$ cat src/rtl/hamming_pkg.sv
// Shared constants and types for the Hamming(7,4) receive path.
// The word and syndrome types are reused by the downstream corrector.
package hamming_pkg;

    localparam int unsigned N_CODE = 7;
    localparam int unsigned K_DATA = 4;

    typedef enum logic [1:0] {
        IDLE,
        RECV,
        HOLD
    } state_t;

    typedef logic [N_CODE-1:0]        code_t;
    typedef logic [N_CODE-K_DATA-1:0] synd_t;

endpackage

$ cat src/rtl/calculador_sindrome.sv
// Combinational Hamming(7,4) syndrome: the result is the 1-based position
// of a single flipped bit, or zero for a clean word.
module calculador_sindrome
    import hamming_pkg::*;
(
    input  code_t palabra_i,
    output synd_t sindrome_o
);

    assign sindrome_o[0] = palabra_i[0] ^ palabra_i[2] ^ palabra_i[4] ^ palabra_i[6];
    assign sindrome_o[1] = palabra_i[1] ^ palabra_i[2] ^ palabra_i[5] ^ palabra_i[6];
    assign sindrome_o[2] = palabra_i[3] ^ palabra_i[4] ^ palabra_i[5] ^ palabra_i[6];

endmodule

$ cat src/rtl/receptor_hamming.sv
// Serial Hamming(7,4) receiver: frames 7 MSB-first bits, holds the word and its
// registered syndrome until the corrector consumes it, and tracks error stats.
module receptor_hamming
    import hamming_pkg::*;
(
    input  logic       clk,
    input  logic       rst_n,
    input  logic       in_bit,
    input  logic       in_valid,
    input  logic       in_sof,
    output logic       in_ready,
    output logic [6:0] datos_recibidos,
    output logic [2:0] sindrome,
    output logic       out_valid,
    input  logic       out_ready,
    output logic [7:0] err_count,
    output logic       frame_err
);

    state_t     state_q, state_d;
    logic [2:0] cnt_q, cnt_d;
    code_t      word_q, word_d;
    synd_t      synd_q, synd_d;
    logic [7:0] err_q, err_d;
    logic       ferr_q, ferr_d;

    code_t      shift_w;
    synd_t      synd_w;

    // Shifting left places the first accepted bit at index 6 after seven bits.
    assign shift_w = {word_q[5:0], in_bit};

    calculador_sindrome u_sindrome (
        .palabra_i  (shift_w),
        .sindrome_o (synd_w)
    );

    always_ff @(posedge clk or negedge rst_n) begin
        if (!rst_n) begin
            state_q <= IDLE;
            cnt_q   <= '0;
            word_q  <= '0;
            synd_q  <= '0;
            err_q   <= '0;
            ferr_q  <= 1'b0;
        end else begin
            state_q <= state_d;
            cnt_q   <= cnt_d;
            word_q  <= word_d;
            synd_q  <= synd_d;
            err_q   <= err_d;
            ferr_q  <= ferr_d;
        end
    end

    always_comb begin
        state_d   = state_q;
        cnt_d     = cnt_q;
        word_d    = word_q;
        synd_d    = synd_q;
        err_d     = err_q;
        ferr_d    = ferr_q;
        in_ready  = 1'b0;
        out_valid = 1'b0;

        unique case (state_q)
            IDLE: begin
                in_ready = 1'b1;
                if (in_valid && in_sof) begin
                    word_d  = shift_w;
                    cnt_d   = 3'd1;
                    state_d = RECV;
                end
            end
            RECV: begin
                in_ready = 1'b1;
                if (in_valid) begin
                    word_d = shift_w;
                    if (in_sof) begin
                        ferr_d = 1'b1;
                        cnt_d  = 3'd1;
                    end else if (cnt_q == 3'd6) begin
                        state_d = HOLD;
                        cnt_d   = '0;
                        synd_d  = synd_w;
                        if (synd_w != '0 && err_q != '1) begin
                            err_d = err_q + 8'd1;
                        end
                    end else begin
                        cnt_d = cnt_q + 3'd1;
                    end
                end
            end
            HOLD: begin
                out_valid = 1'b1;
                if (out_ready) begin
                    state_d = IDLE;
                    synd_d  = '0;
                end
            end
            default: begin
                state_d = IDLE;
            end
        endcase
    end

    assign datos_recibidos = word_q;
    assign sindrome        = synd_q;
    assign err_count       = err_q;
    assign frame_err       = ferr_q;

endmodule
$ cat config.mk
export PLATFORM = sky130hd
export DESIGN_NAME = receptor_hamming
export DESIGN_NICKNAME = d
export VERILOG_FILES = /design/src/rtl/hamming_pkg.sv /design/src/rtl/calculador_sindrome.sv /design/src/rtl/receptor_hamming.sv
export SDC_FILE = /design/constraint.sdc
export NUM_CORES = 1
export LEC_CHECK = 0
export CAP_MARGIN = 30
export CORE_ASPECT_RATIO = 0.8
export CORE_UTILIZATION = 28
export DETAILED_ROUTE_END_ITERATION = 16
export MAX_ROUTING_LAYER = met4
export PLACE_DENSITY_LB_ADDON = 0.08
export RECOVER_POWER = 100
export SLEW_MARGIN = 20
export SYNTH_ARGS = -nofsm -noshare
export SYNTH_HDL_FRONTEND = slang
export SYNTH_HIERARCHICAL = 1
export SYNTH_SLANG_ARGS = --single-unit
export TNS_END_PERCENT = 20
$ cat constraint.sdc
create_clock -name clk -period 2.1 [get_ports clk]
set_clock_uncertainty 0.05 [all_clocks]
set_input_delay 0.315 -clock clk [delete_from_list [all_inputs] [get_ports clk]]
set_output_delay 0.315 -clock clk [all_outputs]
set_load 0.1 [all_outputs]
==> qor.csv <==
stage;metric;value;unit
status;outcome;complete, no violations;
power_and_ir_drop;Lkg Pwr;0.655;nW
cts;TritonCTS clock tree;done;
global_route;initial antenna violation count;0;
worst_setup_path;endpoint class of the critical path;flop;
final_layout;area of the multi-input gates;567;um^2
yosys;Post-Synth XOR/XNOR Area;9.02;%
yosys;Post-Synth Adder-Cell Area;1.07;%
power_and_ir_drop;Cell Pwr Density;1150;nW/um^2
route;DRT antenna net count;0;
worst_setup_path;crit-path max FO;5;
yosys;Synth Area in Simple Gates;18.9;%
worst_setup_path;kind of critical path;reg2reg;
worst_setup_path;WP data arrival;2.08;ns
sta;setup ws final;0.125;ns
final_layout;share of layout cells above drive strength 1;38.6;%
final_layout;Layout area overhead;29.5;%
final_layout;Final #Nets;148;
yosys;most frequent cell after synthesis;dfrtp_1;
yosys;multiplexer area fraction after synthesis;10.6;%
sta;relative slew slack;63.7;%
cts;cts bufs inserted;3;
yosys;largest family of logic cells by synthesized area;simple AND/OR/NAND/NOR gates;
yosys;Area contributors post-synth;dfrtp_1 (52%), mux2_2 (11%), xnor2_1 (4.5%);
run;max cap viols;0;
floorplanning;io pins;27;
final_layout;filler cell count;397;
sta;final hold vios;0;
route;Initial DRC Count;29;
worst_setup_path;worst path required time;2.21;ns
cts;Clock Latency Late Sink;0.26;ns
yosys;ys flop type;dfrtp_1;
cts;CTS H-tree lvls;1;
power_and_ir_drop;peak supply drop;0.684;mV
yosys;#FFs+latches synth;24;
sta;final critical-path required period;1.98;ns
floorplanning;Core ar.;3880;um^2
route;WL/cell;11.8;um
floorplanning;Row Count;20;
yosys;synth warn;6;
route;DRT Pass-1 Iters;4;
route;vias;877;
placement;Final HPWL DP;1.76;mm
yosys;ys async rst share;100;%
yosys;Post-Synthesis Cells;106;
min_path;Hold WC Path Type;in2async;
floorplanning;Die Footprint;4420;um^2
placement;dpl ws;-0.119;ns
sta;Least-Margin Pin Slew;0.547;ns
cts;Post-CTS Setup Inserts;0;
cts;CTS Root Cell;clkbuf_8;
cts;clk sinks;24;
global_route;GRT Overall Usage;12.7;%
cts;Hold-fix buffers, CTS;0;
global_route;first-pass GRT wire length;4.00;mm
yosys;cell area after synthesis;1160;um^2
global_route;gr ovfl total;0;
sta;setup TNS;0;ns
route;DRT Wirelength;2.30;mm
sta;final worst-path cycle share;94.1;%
placement;IO buf count;26;
sta;fmax;0.506;GHz
floorplanning;Die Wd;74.1;um
cts;post-CTS sizing;0;
yosys;syn_area_per_cell;11.0;um^2
yosys;post-synth top area share;51.6;%
sta;unrepaired setup endpoints after global routing;false;
floorplanning;starting density of the core;30.0;%
yosys;post-synthesis sequential area ratio;51.6;%
final_layout;register area;616;um^2
cts;Clock Path Buffers;2;
sta;Final Max Slew Viols;0;
floorplanning;chip height;59.7;um
cts;clock slew at reported path FFs;0.08;ns
final_layout;antenna cell count;0;
global_route;vias in the first global route;830;
route;vias per cell;4.50;
yosys;Synth top cells by count;dfrtp_1 (24), mux2_2 (11), nand2_1 (10);
yosys;Post-Syn Nets;113;
global_route;pin count of the biggest net entering global routing;25;
yosys;Post-synth EDFFs;0;
yosys;Synth area leader;dfrtp_1;
sta;Final Setup Violations;0;
route;DRC;0;
placement;RePlAce Congestion;0.798;
worst_setup_path;startpoint type of the worst setup path;flop;
yosys;Synth Area in Compound Gates;7.30;%
yosys;Netlist cell types;29;
==> critical path: stages, from the launching register on <==
cell     delay [ns]
dfrtp_4        0.52
xor2_2         0.20
xnor2_1        0.23
or3_1          0.19
nand3_2        0.13
nor3_1         0.21
mux2_2         0.35
==> routing by layer <==
metal  part of all wire, %  track usage, %
met5                     0               -
met4                  0.83            3.85
met3                   6.5            4.55
met2                    41            16.6
met1                    52            18.0
==> registers in the layout (all words and copies together) (netlist names) <==
register / count
frame_err: 1
state_q: 2
err_count: 8
datos_recibidos: 7
cnt_q: 3
sindrome: 3
==> cells by family after synthesis <==
logic type,count (synthesis)
flops,24
compound gates,14
mux,11
xor+xnor,12
buf+inv,4
fa+ha+maj,1
simple gates,40
==> final cells by class <==
cell class	count	share of cell area, %
clock buffers	4	2.99
flip-flops and latches	24	40.8
multi-input cells	78	37.6
well taps	55	4.56
repair buffers	32	13.6
inverters	2	0.498
==> worst paths after layout <==
| path | startpoint | to | slack [ns] | depth (start not counted) |
|---|---|---|---|---|
| min in group clk | frame_err | frame_err | 0.43 | 1 |
| max | datos_recibidos[5] | err_count[7] | 0.12 | 6 |
| min | rst_n | datos_recibidos[5] | 0.43 | 2 |
| min reg2reg | frame_err | frame_err | 0.43 | 1 |
| max in group asynchronous | rst_n | datos_recibidos[3] | 1.31 | 2 |
| max reg2reg | datos_recibidos[5] | err_count[7] | 0.12 | 6 |
==> cells in the final DEF (no fill, tap or decap), types with 2 or more instances in the layout <==
master / count
a21oi_1: 2
buf_4: 2
clkbuf_1: 3
clkbuf_2: 21
clkbuf_8: 3
clkdlybuf4s50_1: 3
dfrtp_1: 16
dfrtp_2: 6
dfrtp_4: 2
dlygate4sd3_1: 2
inv_1: 2
mux2_2: 11
nand2_1: 10
nand2b_1: 3
nand3_1: 3
nand4_1: 2
nor2_1: 8
nor3_1: 3
o21ai_0: 8
or3_1: 2
xnor2_1: 6
xor2_1: 5
==> power breakdown <==
part           internal (mW)  switching [mW]
clock network          0.135           0.140
registers              0.552          0.0917
logic                  0.196           0.618
total                  0.883           0.850
==> metrics by stage <==
stage	total power, mW	cells	instance area (um^2)	hold slack, ns	utilization (%)
2_1_floorplan	1.32	106	1180	-0.0306	-
3_3_place_gp	1.50	191	1500	0.407	38.8
3_5_place_dp	1.50	191	1500	0.416	38.8
4_1_cts	1.79	195	1550	0.369	39.9
5_1_grt	1.84	195	1510	0.451	38.9
6_report	1.73	195	1510	0.428	38.9
No activity file was read; power rests on OpenSTA's default activity.
